$ cat config.mk
export PLATFORM = sky130hd
export DESIGN_NAME = fm_sweep_sequencer_flat
export DESIGN_NICKNAME = d
export VERILOG_FILES = /design/src/rtl/fm_sweep_pkg.sv /design/src/rtl/fm_sweep_sequencer_if.sv /design/src/rtl/fm_dwell_counter.sv /design/src/rtl/fm_sweep_sequencer.sv /design/src/flat_wrapper.sv
export SDC_FILE = /design/constraint.sdc
export NUM_CORES = 1
export LEC_CHECK = 0
export CORE_MARGIN = 2
export CORE_UTILIZATION = 52
export CTS_CLUSTER_DIAMETER = 30
export DETAILED_ROUTE_END_ITERATION = 6
export PLACE_DENSITY = 0.9
export SYNTH_ARGS = -nofsm -noshare
export SYNTH_HDL_FRONTEND = slang
export SYNTH_SLANG_ARGS = --single-unit
$ cat constraint.sdc
create_clock -name clk -period 3.14 [get_ports clk]
set_input_delay 0.628 -clock clk [delete_from_list [all_inputs] [get_ports clk]]
set_output_delay 0.628 -clock clk [all_outputs]
set_load 0.01 [all_outputs]
$ cat src/rtl/fm_sweep_pkg.sv
// fm_sweep_pkg: widths, FSM state and sweep phase types for the FM sweep sequencer
package fm_sweep_pkg;
  localparam int FW = 32;
  localparam int DW = 8;
  localparam int CW = 16;
  typedef enum logic [1:0] {S_IDLE, S_DWELL, S_DONE} state_t;
`ifdef SWEEP_PINGPONG_EN
  typedef enum logic {PH_UP, PH_DOWN} phase_t;
`endif
endpackage

$ cat src/rtl/fm_sweep_sequencer_if.sv
// fm_sweep_sequencer_if: host config/control in, FM modulator control word and status out
interface fm_sweep_sequencer_if;
  import fm_sweep_pkg::*;
  logic          start;
  logic          abort;
  logic [FW-1:0] start_freq;
  logic [FW-1:0] step_freq;
  logic [CW-1:0] num_steps;
  logic [CW-1:0] dwell;
  logic [DW-1:0] dev_in;
  logic [FW-1:0] ctr_ctrl;
  logic [DW-1:0] deviation;
  logic          busy;
  logic          step_strobe;
  logic          done;
  modport master (
    output start, abort, start_freq, step_freq, num_steps, dwell, dev_in,
    input  ctr_ctrl, deviation, busy, step_strobe, done
  );
  modport slave (
    input  start, abort, start_freq, step_freq, num_steps, dwell, dev_in,
    output ctr_ctrl, deviation, busy, step_strobe, done
  );
endinterface

$ cat src/rtl/fm_dwell_counter.sv
// fm_dwell_counter: loadable down-counter holding max(load_val,1)-1, zero flag when expired
module fm_dwell_counter
  import fm_sweep_pkg::*;
#(
  parameter int W = CW
) (
  input  logic         clk,
  input  logic         rst,
  input  logic         load,
  input  logic [W-1:0] load_val,
  output logic         zero
);
  logic [W-1:0] cnt;
  always_ff @(posedge clk) begin
    if (rst) cnt <= '0;
    else if (load) cnt <= (load_val == '0) ? '0 : load_val - W'(1);
    else if (cnt != '0) cnt <= cnt - W'(1);
  end
  assign zero = (cnt == '0);
endmodule

$ cat src/rtl/fm_sweep_sequencer.sv
// fm_sweep_sequencer: linear FM carrier sweep (clk, rst, slave bus s); SWEEP_PINGPONG_EN adds a return sweep to start_freq
module fm_sweep_sequencer
  import fm_sweep_pkg::*;
(
  input logic                  clk,
  input logic                  rst,
  fm_sweep_sequencer_if.slave  s
);
  state_t        state, state_n;
  logic [FW-1:0] ctr_n, step_r, step_n, delta;
  logic [DW-1:0] dev_n;
  logic [CW-1:0] left_r, left_n, dwell_r, dwell_n, load_val;
  logic          load, zero, strobe_n;
`ifdef SWEEP_PINGPONG_EN
  logic [CW-1:0] num_r, num_n;
  phase_t        phase, phase_n;
  assign delta = (phase == PH_UP) ? step_r : -step_r;
`else
  assign delta = step_r;
`endif
  fm_dwell_counter #(.W(CW)) u_cnt (
    .clk      (clk),
    .rst      (rst),
    .load     (load),
    .load_val (load_val),
    .zero     (zero)
  );
  always_comb begin
    state_n  = state;
    ctr_n    = s.ctr_ctrl;
    dev_n    = s.deviation;
    step_n   = step_r;
    left_n   = left_r;
    dwell_n  = dwell_r;
    strobe_n = 1'b0;
    load     = 1'b0;
    load_val = dwell_r;
`ifdef SWEEP_PINGPONG_EN
    num_n    = num_r;
    phase_n  = phase;
`endif
    if (state == S_IDLE) begin
      if (s.start && !s.abort) begin
        state_n  = S_DWELL;
        ctr_n    = s.start_freq;
        dev_n    = s.dev_in;
        step_n   = s.step_freq;
        left_n   = s.num_steps;
        dwell_n  = s.dwell;
        load     = 1'b1;
        load_val = s.dwell;
`ifdef SWEEP_PINGPONG_EN
        num_n    = s.num_steps;
        phase_n  = PH_UP;
`endif
      end
    end else if (s.abort || state == S_DONE) begin
      state_n = S_IDLE;
    end else if (zero) begin
      if (left_r != '0) begin
        ctr_n    = s.ctr_ctrl + delta;
        strobe_n = 1'b1;
        left_n   = left_r - CW'(1);
        load     = 1'b1;
      end
`ifdef SWEEP_PINGPONG_EN
      else if (phase == PH_UP && num_r != '0) begin
        ctr_n    = s.ctr_ctrl - step_r;
        strobe_n = 1'b1;
        left_n   = num_r - CW'(1);
        load     = 1'b1;
        phase_n  = PH_DOWN;
      end
`endif
      else state_n = S_DONE;
    end
  end
  always_ff @(posedge clk) begin
    if (rst) begin
      state         <= S_IDLE;
      s.ctr_ctrl    <= '0;
      s.deviation   <= '0;
      s.busy        <= 1'b0;
      s.step_strobe <= 1'b0;
      s.done        <= 1'b0;
      step_r        <= '0;
      left_r        <= '0;
      dwell_r       <= '0;
`ifdef SWEEP_PINGPONG_EN
      num_r         <= '0;
      phase         <= PH_UP;
`endif
    end else begin
      state         <= state_n;
      s.ctr_ctrl    <= ctr_n;
      s.deviation   <= dev_n;
      s.busy        <= (state_n == S_DWELL);
      s.step_strobe <= strobe_n;
      s.done        <= (state_n == S_DONE);
      step_r        <= step_n;
      left_r        <= left_n;
      dwell_r       <= dwell_n;
`ifdef SWEEP_PINGPONG_EN
      num_r         <= num_n;
      phase         <= phase_n;
`endif
    end
  end
endmodule

$ cat src/flat_wrapper.sv
// flat-port wrapper written by rule: the top's interface ports become plain ports
module fm_sweep_sequencer_flat import fm_sweep_pkg::*;
  (clk, rst, s_start, s_abort, s_start_freq, s_step_freq, s_num_steps, s_dwell, s_dev_in, s_ctr_ctrl, s_deviation, s_busy, s_step_strobe, s_done);
  fm_sweep_sequencer_if s_i ();
  input logic clk;
  input logic rst;
  input wire logic [$bits(s_i.start)-1:0] s_start;
  input wire logic [$bits(s_i.abort)-1:0] s_abort;
  input wire logic [$bits(s_i.start_freq)-1:0] s_start_freq;
  input wire logic [$bits(s_i.step_freq)-1:0] s_step_freq;
  input wire logic [$bits(s_i.num_steps)-1:0] s_num_steps;
  input wire logic [$bits(s_i.dwell)-1:0] s_dwell;
  input wire logic [$bits(s_i.dev_in)-1:0] s_dev_in;
  output wire logic [$bits(s_i.ctr_ctrl)-1:0] s_ctr_ctrl;
  output wire logic [$bits(s_i.deviation)-1:0] s_deviation;
  output wire logic [$bits(s_i.busy)-1:0] s_busy;
  output wire logic [$bits(s_i.step_strobe)-1:0] s_step_strobe;
  output wire logic [$bits(s_i.done)-1:0] s_done;
  assign s_i.start = s_start;
  assign s_i.abort = s_abort;
  assign s_i.start_freq = s_start_freq;
  assign s_i.step_freq = s_step_freq;
  assign s_i.num_steps = s_num_steps;
  assign s_i.dwell = s_dwell;
  assign s_i.dev_in = s_dev_in;
  assign s_ctr_ctrl = s_i.ctr_ctrl;
  assign s_deviation = s_i.deviation;
  assign s_busy = s_i.busy;
  assign s_step_strobe = s_i.step_strobe;
  assign s_done = s_i.done;
  fm_sweep_sequencer u_core (.clk(clk), .rst(rst), .s(s_i));
endmodule
==> flow_summary.json, run 1 <==
{
  "drive_gt1_share_pct": 8.24,
  "internal_power_mw": 3.97,
  "peakVddDrop_uv": 431,
  "wire_per_inst_um": 16.7,
  "setup_slack_ps": 284,
  "core_area_um2": 13900,
  "slew_headroom_pct": 42.1,
  "busiest_layer": "met2",
  "io_pins": 151,
  "power_frac_seq_pct": 33.2,
  "cp_max_fo": 14,
  "cts_root_buf": "clkbuf_16",
  "clock_latency_ps": 430,
  "synth-edff-count": 0,
  "areaGrowthSynthToFinish_pct": 33.1,
  "start_util_pct": 53.3,
  "nets": 1248,
  "holdBufCountCts": 0,
  "die_w_um": 123,
  "synthesis.area_um2": 7400,
  "io_buffers": 150,
  "hold_path_class": "flip-flop to flip-flop",
  "tightestPinTransition_ps": 868,
  "cts.clk_slew.worst_paths_ps": 60,
  "path_class": "input pin to flip-flop",
  "setup_viol": 0,
  "avgSynthCellArea_um2": 7.74,
  "p_leak_nw": 3.89,
  "worstPathArrival_ps": 3170,
  "endpoint_kind": "flip-flop",
  "die_area_um2": 15200,
  "grt_pass1_wl_um": 34900,
  "ys_ff_latch": 125,
  "min_path_cells": 2,
  "track_usage_pct": 28.7,
  "yosys.cell_types.count": 71,
  "grt_pass1_vias": 7512,
  "power.switching_mw": 1.80,
  "async_flop_share_pct": 0,
  "pwr-share-comb_pct": 29.5,
  "fmax_ghz": 0.350,
  "maxCapViolations": 0,
  "synthFlopType": "dfxtp_1",
  "ff_latch_area_um2": 2500,
  "placedInstanceArea_um2": 9200,
  "overflow": 0,
  "rr_worst_depth": 8,
  "switching_share_pct": 31.2,
  "slowest_stage": "clkdlybuf4s50_1",
  "htreeDepth": 4,
  "critPathMaxStageDelay_ps": 480,
  "wl_um": 21700,
  "die_h_um": 123,
  "synth.net_count": 1098,
  "yosys.area.top_type": "dfxtp_1",
  "hold_viol": 0,
  "via_count": 7843,
  "drc_errors": 0,
  "cts_tree": "done",
  "pre_cts_ws_ps": -73.5,
  "fin_crit_ps": 2860,
  "cp.required_ps": 3450,
  "clkPwrFrac_pct": 37.3,
  "nFillCells": 1064,
  "path_cells": "clkdlybuf4s50_1 -> nor4b_4 -> buf_12 -> mux2i_1 -> ha_1 -> nand2_1 -> buf_4 -> nor4_1 -> xnor2_1 -> a22oi_1 -> nor2_1",
  "finClkSkew_ps": 9.77,
  "power_mw": 5.76,
  "synth.top_cells.by_area": "dfxtp_1 34%, a21oi_1 8.0%, nand2_1 7.3%",
  "ant_nets": 0,
  "synth_seq_area_share_pct": 33.8,
  "synth_cells": 955,
  "synth_top_area_share_pct": 33.8,
  "period_share_pct": 91.0,
  "hpwl_um": 14900,
  "grt_antenna_before_repair": 1,
  "viasPerCell": 6.04,
  "drtIter0Drc": 702,
  "p_per_area_nw_per_um2": 585,
  "dr.pass1.iters": 6,
  "grt_use_met3_pct": 6.78,
  "cts_buffers": 17,
  "grt_max_degree": 63,
  "gp_congestion": 0.914,
  "grtUsageMet2_pct": 48.3,
  "startpoint_type": "input pin",
  "slew_violations": 0,
  "cts_buffer_depth": 2,
  "yosys_warnings": 0,
  "row_count": 43,
  "use_met1_pct": 35.5,
  "stdcell_area_um2": 9850,
  "cts.sinks": 125,
  "grt_setup_unrepaired": "false",
  "multi_input_area_um2": 4590,
  "status": "completed"
}
==> per-stage QoR <==
stage          hold slack [ps]  utilization [%]  TNS, ps  cells
2_1_floorplan              440                -        0    955
3_3_place_gp               442             66.3        0   1266
3_5_place_dp               449             66.3     -184   1266
4_1_cts                    457             70.9        0   1297
5_1_grt                    480             70.9        0   1298
6_report                   455             70.9        0   1298
==> layer usage <==
layer,wire (um),vias up
li1,-,3740
met1,8950,3701
met2,10600,348
met3,1620,54
met4,559,0
met5,0,-
==> power groups by stage <==
| stage | logic [mW] | registers, mW | clock network (mW) |
|---|---|---|---|
| 2_1_floorplan | 1.12 | 1.92 | 0 |
| 3_3_place_gp | 1.60 | 1.93 | 0 |
| 3_5_place_dp | 1.65 | 1.94 | 0 |
| 4_1_cts | 1.69 | 1.91 | 2.15 |
| 5_1_grt | 1.88 | 1.93 | 2.23 |
| 6_report | 1.70 | 1.91 | 2.15 |
==> cell usage in the layout, fill, tap and decap left out, drive strengths merged, types with 3 or more instances in the layout <==
cell type and instances:
a2111oi 3, a211oi 18, a21o 12, a21oi 118
a22oi 11, a311oi 11, a31oi 6, and2 4
and3 6, buf 42, bufinv 5, clkbuf 19
clkdlybuf4s50 149, clkinv 5, dfxtp 125, ha 34
inv 15, mux2 4, mux2i 18, nand2 144
nand2b 7, nand3 11, nand4 10, nor2 100
nor2b 7, nor3 40, nor3b 3, nor4 11
nor4b 4, o211ai 19, o21a 8, o21ai 39
o31a 3, o31ai 3, o32ai 4, or2 3
or3 19, or4 8, xnor2 24, xor2 17
==> cell usage after synthesis (4+ instances only) <==
master and count:
or3_1 19, ha_1 34, nand2b_1 6, a311oi_1 11, o21a_1 8, o21ai_1 4
o211ai_1 19, a21oi_1 118, nor2b_1 7, or4_1 7, xnor2_1 24, nor4_1 9
nor2_1 99, xor2_1 17, a21o_1 12, nand4_1 10, nand2_1 143, a211oi_1 16
and3_1 6, o21ai_0 35, a31oi_1 6, nor3_1 40, dfxtp_1 125, mux2i_1 18
a22oi_1 11, clkbuf_1 43, buf_2 14, nand3_1 11, inv_1 15, o32ai_1 4
and2_1 4
==> worst paths after layout <==
path                               from  slack, ps               endpoint
setup / recovery                s_abort        280   u_core.u_cnt.cnt[10]
hold / removal    u_core.s.deviation[0]        450  u_core.s.deviation[0]
setup reg to reg   u_core.s.ctr_ctrl[4]        290  u_core.s.ctr_ctrl[29]
hold reg to reg   u_core.s.deviation[0]        450  u_core.s.deviation[0]
==> registers in the layout, indices dropped and copies added, names as in the netlist <==
name,flops
u_core.dwell_r,16
u_core.s.done,1
u_core.s.step_strobe,1
u_core.s.ctr_ctrl,32
u_core.s.deviation,8
u_core.state,2
u_core.s.busy,1
u_core.u_cnt.cnt,16
u_core.delta,32
u_core.left_r,16
==> area by class of cell <==
cell class	count	share of cell area, %
clock inverters	12	1.97
clock buffers	19	4.50
inverters	15	0.572
well taps	180	2.29
repair buffers	191	18.6
diodes	1	0.0254
multi-input cells	755	46.6
flip-flops and latches	125	25.4
==> logic make-up (layout without fill, tap and decap cells) <==
group | count (synthesis) | in the layout | share of synthesized area (%)
simple gates | 383 | 383 | 24.3
compound gates | 274 | 274 | 23.5
flops | 125 | 125 | 33.8
buf+inv | 75 | 237 | 4.30
xor+xnor | 41 | 41 | 4.86
fa+ha+maj | 35 | 35 | 6.02
mux | 22 | 22 | 3.10
other cells | 0 | 1 | 0
==> worst max-delay path: cells and delay by family <==
kind,cells,cell delay (ps)
mux,1,290
buf+inv,3,850
simple gates,4,790
xor+xnor,1,130
fa+ha+maj,1,240
compound gates,1,240
==> repair_timing <==
item / CTS / global route
buffers inserted: 0 / 0
resized for setup: 0 / 1
hold endpoints to repair: 0 / 0
setup endpoints to repair: 0 / 1
(Power assumes the default switching activity.)
==> inputs of run 2 (changes only) <==
- CORE_UTILIZATION: 52 -> 60
- CTS_CLUSTER_SIZE: unset -> 24
- DONT_BUFFER_PORTS: unset -> 1
- PLACE_DENSITY: 0.9 -> 0.85
==> flow_summary.json, run 2 (synthesized netlist as in run 1, its figures left out) <==
{
  "worstHoldStart": "rst",
  "core_area_um2": 12000,
  "cts_buffers": 17,
  "areaGrowthSynthToFinish_pct": 10.6,
  "fmax_ghz": 0.340,
  "finClkSkew_ps": 5.52,
  "grt_antenna_before_repair": 0,
  "min_path_cells": 1,
  "cts_setup_buffers": 0,
  "status": "completed",
  "clock_latency_ps": 430,
  "die_h_um": 115,
  "tightestPinTransition_ps": 788,
  "die_area_um2": 13200,
  "endpoint_kind": "flip-flop",
  "nFillCells": 1000,
  "drc_errors": 0,
  "cts_tree": "done",
  "whs_endpoint": "u_core.delta[30]",
  "hold_path_class": "input pin to flip-flop",
  "die_w_um": 115,
  "start_util_pct": 61.6,
  "hpwl_um": 13400,
  "cts_buffer_depth": 2,
  "io_buffers": 0,
  "maxCapViolations": 0,
  "final_cell_mix": "142 x nand2_1, 125 x dfxtp_1, 118 x a21oi_1",
  "p_leak_nw": 3.24,
  "rr_worst_depth": 8,
  "htreeDepth": 4,
  "cp.required_ps": 3500,
  "holdBufCountCts": 0,
  "power_mw": 5.37,
  "grt_pass1_vias": 6462,
  "fin_crit_ps": 2940,
  "wire_per_inst_um": 17.4,
  "slew_violations": 0,
  "cts.sinks": 125,
  "track_usage_pct": 29.6,
  "r2r_slack_ps": 200,
  "dr.pass1.iters": 5,
  "row_count": 40,
  "grt_setup_unrepaired": "false",
  "path_class": "flip-flop to flip-flop",
  "drtIter0Drc": 503,
  "cts.clk_slew.worst_paths_ps": 50,
  "gp_congestion": 0.974,
  "setup_viol": 0,
  "io_pins": 151,
  "overflow": 0,
  "grt_pass1_wl_um": 31100,
  "nets": 1082,
  "ant_nets": 0,
  "fin_setup_tns_ps": 0,
  "cts_root_buf": "clkbuf_16",
  "final_common_cell": "nand2_1",
  "hold_viol": 0,
  "period_share_pct": 93.6,
  "worstPathArrival_ps": 3300,
  "reg2reg_from": "u_core.s.ctr_ctrl[3]",
  "startpoint_type": "flip-flop",
  "cp_max_fo": 5,
  "viasPerCell": 6.33,
  "peakVddDrop_uv": 457,
  "grt_max_degree": 104,
  "via_count": 6956,
  "final_util_pct": 68.1,
  "slew_headroom_pct": 47.5,
  "r2r-end": "u_core.s.ctr_ctrl[29]",
  "wl_um": 19100,
  "p_per_area_nw_per_um2": 656,
  "drive_gt1_share_pct": 7.57
}
## run 2: power breakdown
part / internal (mW) / switching (mW)
Sequential: 1.76 / 0.174
Clock: 1.38 / 0.682
Combinational: 0.585 / 0.784
## run 2: timing repair
item / 4_1_cts / 5_1_grt
endpoints found under the setup margin: 0 / 3
gates resized for setup: 0 / 1
endpoints found under the hold margin: 0 / 0
## run 2: how the worst max path moves through the flow
stage,start,slack [ps],end,depth (start not counted)
2_1_floorplan,s_abort,320,u_core.u_cnt.cnt[14],9
3_3_place_gp,u_core.s.ctr_ctrl[0],240,u_core.s.ctr_ctrl[30],9
3_5_place_dp,u_core.s.ctr_ctrl[0],200,u_core.s.ctr_ctrl[30],9
4_1_cts,u_core.s.ctr_ctrl[0],180,u_core.s.ctr_ctrl[30],9
5_1_grt,u_core.s.ctr_ctrl[3],40,u_core.s.ctr_ctrl[29],8
6_report,u_core.s.ctr_ctrl[3],200,u_core.s.ctr_ctrl[29],8
## run 2: through the flow
step / hold slack, ps / worst slack [ps] / cells / cell area, um2
5_1_grt: 253 / 43.6 / 1098 / 8180
2_1_floorplan: 440 / 319 / 955 / 7400
3_5_place_dp: 448 / 201 / 1067 / 7560
3_3_place_gp: 441 / 242 / 1067 / 7560
6_report: 267 / 201 / 1099 / 8180
4_1_cts: 256 / 179 / 1098 / 8180
## run 2: layout make-up
cell class                      instances  area [um2]  area share [%]
Inverter                               15        56.3           0.688
Tap cell                              147         184            2.25
Sequential cell                       125        2500            30.6
Timing Repair Buffer                   25         225            2.75
Antenna cell                            1        2.50          0.0306
Clock inverter                          7         135            1.65
Clock buffer                           24         482            5.89
Multi-Input combinational cell        755        4600            56.2
## run 2: layer usage
metal	vias up	track usage [%]	share of wire [%]
met1	3221	37.9	44
met4	0	12.7	2.8
li1	3417	-	-
met3	36	9.33	8.6
met2	282	46.0	45
met5	-	0	0
## run 2: worst max-delay path, cell delays in order, from the launching register on
cell and delay [ps]:
dfxtp_1 350, ha_1 360, nand2_1 110, or3b_1 410, a211oi_2 370, o21ai_1 190, o31a_1 390, or4_1 530
a31oi_1 160
